File: config.mk
export PLATFORM = sky130hd
export DESIGN_NAME = rggen_register_access_sequencer
export DESIGN_NICKNAME = d
export VERILOG_FILES = /design/src/rtl/rggen_register_access_sequencer.sv
export SDC_FILE = /design/constraint.sdc
export NUM_CORES = 1
export LEC_CHECK = 0
export ABC_AREA = 0
export ABC_CLOCK_PERIOD_IN_PS = 2100
export CAP_MARGIN = 30
export CORE_ASPECT_RATIO = 0.75
export CORE_MARGIN = 2
export CORE_UTILIZATION = 40
export DETAILED_ROUTE_END_ITERATION = 12
export PLACE_DENSITY = 0.89
export SYNTH_ARGS = -nofsm -noshare
export SYNTH_HDL_FRONTEND = slang
export SYNTH_SLANG_ARGS = --single-unit
export TNS_END_PERCENT = 100
File: constraint.sdc
create_clock -name i_clk -period 2.1 [get_ports i_clk]
set_clock_uncertainty 0.1 [all_clocks]
set_input_delay 0.315 -clock i_clk [delete_from_list [all_inputs] [get_ports i_clk]]
set_output_delay 0.315 -clock i_clk [all_outputs]
set_load 0.01 [all_outputs]
File: src/rtl/rggen_register_access_sequencer.sv
// Host-side request sequencer: broadcasts one access to all register instances and holds a registered response until accepted.
// Response 2 cycles after handshake (1 when out of range); optional BUSY timeout via RGGEN_ACCESS_TIMEOUT_EN.
module rggen_register_access_sequencer #(
  parameter int                     ADDRESS_WIDTH  = 8,
  parameter int                     BUS_WIDTH      = 32,
  parameter int                     REGISTERS      = 1,
  parameter bit [ADDRESS_WIDTH-1:0] BASE_ADDRESS   = '0,
  parameter int                     BYTE_SIZE      = 256,
  parameter int                     TIMEOUT_CYCLES = 16
) (
  input  logic                                  i_clk,
  input  logic                                  i_rst_n,
  input  logic                                  i_request_valid,
  output logic                                  o_request_ready,
  input  logic [1:0]                            i_request_access,
  input  logic [ADDRESS_WIDTH-1:0]              i_request_address,
  input  logic [BUS_WIDTH-1:0]                  i_request_write_data,
  input  logic [BUS_WIDTH/8-1:0]                i_request_strobe,
  output logic                                  o_response_valid,
  input  logic                                  i_response_ready,
  output logic [1:0]                            o_response_status,
  output logic [BUS_WIDTH-1:0]                  o_response_read_data,
  output logic                                  o_register_valid,
  output logic [1:0]                            o_register_access,
  output logic [ADDRESS_WIDTH-1:0]              o_register_address,
  output logic [BUS_WIDTH-1:0]                  o_register_write_data,
  output logic [BUS_WIDTH/8-1:0]                o_register_strobe,
  input  logic [REGISTERS-1:0]                  i_register_active,
  input  logic [REGISTERS-1:0]                  i_register_ready,
  input  logic [REGISTERS-1:0][1:0]             i_register_status,
  input  logic [REGISTERS-1:0][BUS_WIDTH-1:0]   i_register_read_data
);

  localparam int STRB_W = BUS_WIDTH / 8;
  localparam int WORD_LSB = $clog2(STRB_W);
  localparam int RGGEN_ACCESS_DATA_BIT = 0;
  localparam logic [1:0] RGGEN_OKAY         = 2'b00;
  localparam logic [1:0] RGGEN_SLAVE_ERROR  = 2'b10;
  localparam logic [1:0] RGGEN_DECODE_ERROR = 2'b11;
  localparam bit [ADDRESS_WIDTH:0]   BLOCK_BEGIN = {1'b0, BASE_ADDRESS};
  localparam bit [ADDRESS_WIDTH:0]   BLOCK_SIZE  = (ADDRESS_WIDTH + 1)'(BYTE_SIZE);
  localparam bit [ADDRESS_WIDTH-1:0] WORD_MASK   = {ADDRESS_WIDTH{1'b1}} << WORD_LSB;

  if ((BUS_WIDTH % 8) != 0 || REGISTERS < 1 || TIMEOUT_CYCLES < 1) begin : g_config_error
    $error("rggen_register_access_sequencer: invalid parameter set");
  end

  typedef enum logic [1:0] {
    IDLE,
    BUSY,
    RESPONSE
  } state_e;

  state_e                   state_q;
  logic                     request_ready_q;
  logic                     response_valid_q;
  logic                     register_valid_q;
  logic [1:0]               response_status_q;
  logic [BUS_WIDTH-1:0]     response_read_data_q;
  logic [1:0]               access_q;
  logic [ADDRESS_WIDTH-1:0] address_q;
  logic [BUS_WIDTH-1:0]     write_data_q;
  logic [STRB_W-1:0]        strobe_q;

  logic [ADDRESS_WIDTH:0]   request_offset;
  logic                     request_in_range;
  logic                     is_write;
  logic                     any_active;
  logic                     any_ready;
  logic [1:0]               collected_status;
  logic [BUS_WIDTH-1:0]     collected_read_data;
  logic                     timeout_expired;

  // Addresses below the base wrap to a huge offset, so one compare covers both bounds.
  assign request_offset   = {1'b0, i_request_address} - BLOCK_BEGIN;
  assign request_in_range = request_offset < BLOCK_SIZE;
  assign is_write         = access_q[RGGEN_ACCESS_DATA_BIT];

  always_comb begin
    any_active          = 1'b0;
    any_ready           = 1'b0;
    collected_status    = '0;
    collected_read_data = '0;
    for (int i = 0; i < REGISTERS; i++) begin
      if (i_register_active[i]) begin
        any_active          = 1'b1;
        any_ready           = any_ready | i_register_ready[i];
        collected_status    = collected_status | i_register_status[i];
        collected_read_data = collected_read_data | i_register_read_data[i];
      end
    end
  end

`ifdef RGGEN_ACCESS_TIMEOUT_EN
  localparam int TIMEOUT_W = $clog2(TIMEOUT_CYCLES + 1);
  logic [TIMEOUT_W-1:0] timeout_count_q;

  assign timeout_expired = timeout_count_q == TIMEOUT_W'(TIMEOUT_CYCLES - 1);

  always_ff @(posedge i_clk) begin
    if (!i_rst_n) begin
      timeout_count_q <= '0;
    end else if (state_q != BUSY) begin
      timeout_count_q <= '0;
    end else if (!any_ready) begin
      timeout_count_q <= timeout_count_q + TIMEOUT_W'(1);
    end
  end
`else
  assign timeout_expired = 1'b0;
`endif

  always_ff @(posedge i_clk) begin
    if (!i_rst_n) begin
      state_q              <= IDLE;
      request_ready_q      <= 1'b1;
      response_valid_q     <= 1'b0;
      register_valid_q     <= 1'b0;
      response_status_q    <= RGGEN_OKAY;
      response_read_data_q <= '0;
      access_q             <= '0;
      address_q            <= '0;
      write_data_q         <= '0;
      strobe_q             <= '0;
    end else begin
      case (state_q)
        IDLE: begin
          if (i_request_valid) begin
            access_q        <= i_request_access;
            address_q       <= i_request_address;
            write_data_q    <= i_request_write_data;
            strobe_q        <= i_request_strobe;
            request_ready_q <= 1'b0;
            if (request_in_range) begin
              register_valid_q <= 1'b1;
              state_q          <= BUSY;
            end else begin
              response_status_q    <= RGGEN_DECODE_ERROR;
              response_read_data_q <= '0;
              response_valid_q     <= 1'b1;
              state_q              <= RESPONSE;
            end
          end
        end
        BUSY: begin
          if (!any_active || any_ready || timeout_expired) begin
            register_valid_q <= 1'b0;
            response_valid_q <= 1'b1;
            state_q          <= RESPONSE;
            if (!any_active) begin
              response_status_q    <= RGGEN_DECODE_ERROR;
              response_read_data_q <= '0;
            end else if (any_ready) begin
              response_status_q    <= collected_status;
              response_read_data_q <= is_write ? '0 : collected_read_data;
            end else begin
              response_status_q    <= RGGEN_SLAVE_ERROR;
              response_read_data_q <= '0;
            end
          end
        end
        RESPONSE: begin
          if (i_response_ready) begin
            response_valid_q <= 1'b0;
            request_ready_q  <= 1'b1;
            state_q          <= IDLE;
          end
        end
        default: begin
          state_q <= IDLE;
        end
      endcase
    end
  end

  assign o_request_ready       = request_ready_q;
  assign o_response_valid      = response_valid_q;
  assign o_response_status     = response_status_q;
  assign o_response_read_data  = response_read_data_q;
  assign o_register_valid      = register_valid_q;
  assign o_register_access     = access_q;
  assign o_register_address    = address_q & WORD_MASK;
  assign o_register_write_data = is_write ? write_data_q : '0;
  assign o_register_strobe     = is_write ? strobe_q : '0;

endmodule

# After elaboration in Yosys (flattened, before gate mapping)
# Cells that the tools add are included.
dict set report totals {
  register_bits 85
  in_bits 86
  elab_cells 66
}
dict set report classes {
  magnitude_cmp 1
  eq_ne 7
  n_mux 36
  reduce_logical 12
}
# cell n
set op_table {}
lappend op_table {{32-bit 2-to-1 mux} 8}
lappend op_table {{32-bit case mux with 2 select lines} 1}
lappend op_table {{2-bit 2-to-1 mux} 10}
lappend op_table {{1-bit 2-to-1 mux} 11}
lappend op_table {{2-bit != test (second input constant)} 5}
lappend op_table {{8-bit by 9-bit < comparator with 1-bit output (second input constant)} 1}
lappend op_table {{4-bit AND reduction} 2}
lappend op_table {{2-bit case mux with 3 select lines} 1}
lappend op_table {{3-bit AND reduction} 2}
lappend op_table {{5-bit AND reduction} 1}
lappend op_table {{4-bit 2-to-1 mux} 1}
lappend op_table {{1-bit case mux with 2 select lines} 2}
lappend op_table {{2-bit case mux with 2 select lines} 1}
lappend op_table {{2-bit nonzero test} 2}
lappend op_table {{1-bit case mux with 3 select lines} 1}
lappend op_table {{3-bit nonzero test} 1}
lappend op_table {{2-bit by 1-bit == test with 1-bit output (second input constant)} 1}
lappend op_table {{2-bit == test (second input constant)} 1}
lappend op_table {{2-bit zero test} 1}
lappend op_table {{2-bit AND reduction} 1}
lappend op_table {{1-bit zero test} 1}
lappend op_table {{1-bit logical OR} 1}

# Depth between registers and ports, before layout
# Gate-level depths: netlist (run 1).
dict set report logic_depth {
  word_depth 6
  ltp_mapped 7
  ltp_nobuf 5
}

# Worst setup path before layout (run 1)
# OpenSTA, ideal clock, no wires.
dict set report synth_timing {
  path_type {flip-flop to flip-flop}
  start {register state_q[1]}
  end {register response_read_data_q[0], in the netlist o_response_read_data[0]}
  setup_ns 0.127
  arrival_ns 1.308
  setup_slack_ns 0.565
  stages_incl_launch_ff 7
  synth_period_minus_slack_ns 1.535
  path_cell_list {dfxtp_1 > inv_1 > ha_1 > and4b_1 > nand4_1 > buf_2 > o22ai_2}
}
dict set report synth_between {
  elab_chain_len 3
  elab_cells_between_ends 8
}
# element line_no
set synth_rtl {}
lappend synth_rtl {{start, declared} 54} ;# state_e state_q;
lappend synth_rtl {{start signal, assigned} 115} ;# state_q <= IDLE;
lappend synth_rtl {{start signal, assigned} 136} ;# state_q <= BUSY;
lappend synth_rtl {{start signal, assigned} 141} ;# state_q <= RESPONSE;
lappend synth_rtl {{2-bit by 1-bit == test with 1-bit output / 2-bit zero test (equally long branches)} 126} ;# case (state_q)
lappend synth_rtl {{2-bit != test (no source line) / 2-bit nonzero test (equally long branches)} -}
lappend synth_rtl {{4-bit AND reduction (no source line)} -}
lappend synth_rtl {{end signal, assigned} 155} ;# response_read_data_q <= is_write ? '0 : collected_read_data;
lappend synth_rtl {{end, declared} 59} ;# logic [BUS_WIDTH-1:0] response_read_data_q;
# Parallel ways exist; a longest one is shown, timed or not.
# A chain may end at the register's enable or synchronous reset.

# Worst setup path in the final report (run 1)
dict set report layout_timing {
  start {register access_q[0], in the netlist o_register_access[0]}
  end {output port o_register_write_data[5]}
}
dict set report layout_between {
  elab_chain_len 1
}
# element line_no
set layout_rtl {}
lappend layout_rtl {{start, declared} 60} ;# logic [1:0] access_q;
lappend layout_rtl {{start signal, assigned} 129} ;# access_q <= i_request_access;
lappend layout_rtl {{32-bit 2-to-1 mux} 183} ;# assign o_register_write_data = is_write ? write_data_q : '0;
lappend layout_rtl {{end, declared} 26} ;# output logic [BUS_WIDTH-1:0] o_register_write_data,
# Every way passes these cells.

==> results.txt, run 1 <==
status -> completed
Yosys top cell by area -> dfxtp_1
CTS H-Tree Depth -> 3
CP max FO -> 36
Int Power -> 3.542 mW
CP max stage delay -> 540 ps
post-detail-place hpwl -> 6529 microns
CTS Hold Bufs -> 0
Critical Path AT -> 1570 ps
slew of the pin with the lowest slew margin -> 524.4 ps
fillers -> 696
PortBufs -> 164
power share of the sequential group -> 38.1%
CTS tree -> done
Pre-antenna DRT Iters -> 4
Hold Path Class -> in -> reg
final period utilization -> 94.52%
Max Transition Viols Final -> 0
Worst setup SP type -> flip-flop
DRC -> 0
Worst-path clk slew -> 60 ps
DIE WIDTH -> 110.7 microns
Syn Std Cell Area -> 3416 sq um
total clock sinks -> 83
Setup violations, final -> 0
DRT antenna net count -> 0
smallest hold slack -> 262.6 ps
WP buf/inv -> 2
worst path cell trace -> buf_12 > and2_1 > clkdlybuf4s50_1
Mapped Cells -> 421
Power Total -> 5.037 mW
via count -> 3332
Yosys Warn Count -> 0
Crit-path slowest cell -> clkdlybuf4s50_1
CP Class -> reg -> out
initial cell density of the core -> 40.75%
setup TNS -> 0 ps
clock buffer depth -> 2
Lkg Pwr -> 2.032 nW
Layout Utilization -> 64.71%
clock share of power -> 32.7%
Overall Global Routing Usage -> 18.84%
minimum clock period after layout -> 1985 ps
full die area -> 9303 sq um
grt total ovfl -> 0
initial antenna violation count -> 0
switching power -> 1.495 mW
Area Growth Syn to Fin -> 58.79%
Synth area leaders -> dfxtp_1 (49%), nand2_1 (17%), a21oi_1 (7.0%), and2_1 (6.8%), o22ai_1 (4.0%)
RSZ-0062 raised after global routing -> false
drt initial violations -> 158
Hold Vio Cnt, Final -> 0
number of buffers created by CTS -> 9
PD cells -> 928.7 nW/um^2
Combinational Power Share -> 29.1%
CP delay by family, top -> buffers and inverters
Fmax -> 503.8 MHz
routed wire length -> 9104 microns
Max VDD drop -> 0.001017 V
row count -> 29
Slew headroom -> 65.04%
first-pass GRT wire length -> 14710 microns
Worst-Skew Late Latency -> 320 ps
CP Capture Type -> primary output
largest net degree at the start of global routing -> 50
share of cells above drive strength 1 -> 6.794%
Max-cap violations -> 0
register area share after synthesis -> 48.64%
switching share of power -> 29.68%
Netlist cell types -> 30
ant diodes -> 0
vias per inst -> 4.886
Synth Area per Inst -> 8.113 sq um
Routed WL per cell -> 13.35 microns
chip height -> 84.03 microns
Critical Path RT -> 1680 ps
final net count -> 661
Placer Congestion -> 0.8206
I/O pin total -> 169
Synth Register Bits -> 83
vias in the first global route -> 3208
Clock Tree Root -> clkbuf_16
share of the synthesized area in the top cell type -> 48.64%
core box area -> 8382 sq um
-- worst reg2reg max path, stage by stage, from the launching register on --
cell      delay, ps
dfxtp_1         360
inv_1           110
ha_1            280
nand3b_4        150
and3_4          480
o22ai_1         180
-- cell usage after synthesis, drive strengths merged --
master / n
a211oi: 2
a21bo: 1
a21oi: 48
a311oi: 1
a31o: 1
a31oi: 2
a41oi: 1
and2: 37
and3: 2
and4b: 1
buf: 17
clkbuf: 18
conb: 1
dfxtp: 83
ha: 5
inv: 3
nand2: 155
nand2b: 3
nand3b: 1
nand4: 2
nor2: 1
nor3b: 1
o21ai: 1
o21bai: 1
o221a: 1
o22ai: 32
-- routing by layer --
layer	routed length, microns	global-route usage (%)	vias to the layer above
met4	116	5.682	0
met1	4060	22.57	1533
met3	617	6.318	12
met2	4310	32.18	108
met5	0	0	-
li1	-	-	1679
-- per-stage QoR --
step / instance area (sq um) / setup WS [ps] / cells
floorplan: 3420 / 565.4 / 422
global placement: 5106 / 225.3 / 667
detailed placement: 5106 / 185.1 / 667
CTS: 5423 / 43.39 / 682
global route: 5424 / 38.66 / 682
finish: 5424 / 115.2 / 682
-- state kept, by name, summed over array words and instances, names as in the netlist --
register	cells
address_q	6
o_register_access	2
o_register_valid	1
o_request_ready	1
o_response_read_data	32
o_response_status	2
o_response_valid	1
state_q	2
strobe_q	4
write_data_q	32
-- cells by family after synthesis --
group	count (synthesis)	synth area share [%]
adder cells (fa/ha/maj)	5	1.832
AO/OA/AOI/OAI	91	17.29
flip-flops	83	48.64
AND/OR/NAND/NOR	203	26.45
other	1	0.1098
buffers and inverters	38	5.677
-- placed cells by master (no fill, tap or decap), drive strengths merged --
cell	n
a311oi	1
clkinv	1
a21bo	1
a31oi	2
conb	2
a211oi	2
nand2b	3
a41oi	1
o22ai	32
nand3b	1
ha	5
a31o	1
nor2	1
clkbuf	11
o21bai	1
nand2	155
a21oi	48
inv	4
nor3b	1
and4b	1
nand4	2
and2	37
o221a	1
buf	9
clkdlybuf4s50	163
dfxtp	83
bufinv	2
and3	2
o21ai	1
-- power by group through the flow --
stage	sequential, mW	combinational (mW)	clock (mW)
after floorplan	1.96	0.884	0
after global placement	1.94	1.42	0
after detailed placement	1.95	1.47	0
after CTS	1.92	1.48	1.69
after global routing	1.95	1.61	1.76
final	1.92	1.47	1.65
-- cell type report --
class | instances | area (sq um) | share of cell area (%)
flip-flops and latches | 83 | 1663 | 30.66
well taps | 108 | 135.1 | 2.491
clock buffers | 11 | 242.7 | 4.475
repair buffers | 172 | 1734 | 31.97
multi-input cells | 301 | 1564 | 28.84
inverters | 3 | 11.26 | 0.2076
clock inverters | 4 | 73.82 | 1.361
-- final timing paths --
kind | startpoint | cells after the start | slack (ps) | to
setup / recovery | o_register_access[0]$_SDFFE_PN0P_ | 3 | 120 | o_register_write_data[5]
hold / removal | i_rst_n | 3 | 260 | o_response_read_data[15]$_SDFFE_PN0P_
hold reg to reg | write_data_q[29]$_SDFFE_PN0P_ | 2 | 350 | write_data_q[29]$_SDFFE_PN0P_
setup reg to reg | state_q[1]$_SDFFE_PN0P_ | 5 | 310 | o_response_read_data[12]$_SDFFE_PN0P_
-- repair_timing --
item / in CTS / in global routing
endpoints found under the setup margin: 0 / 13
gates resized for setup: 0 / 1
setup buffers: 0 / 0
Note: power is estimated with default switching activity, not from simulation.
==> run 2: changes to the inputs <==
- SLEW_MARGIN: not set -> 20
==> results of run 2 <==
Final layout, timing and power as in run 1 (identical DEF).
==> run 3: changes to the inputs <==
- HOLD_SLACK_MARGIN: not set -> 0.15
==> results of run 3 <==
Final layout, timing and power as in run 1 (identical DEF).
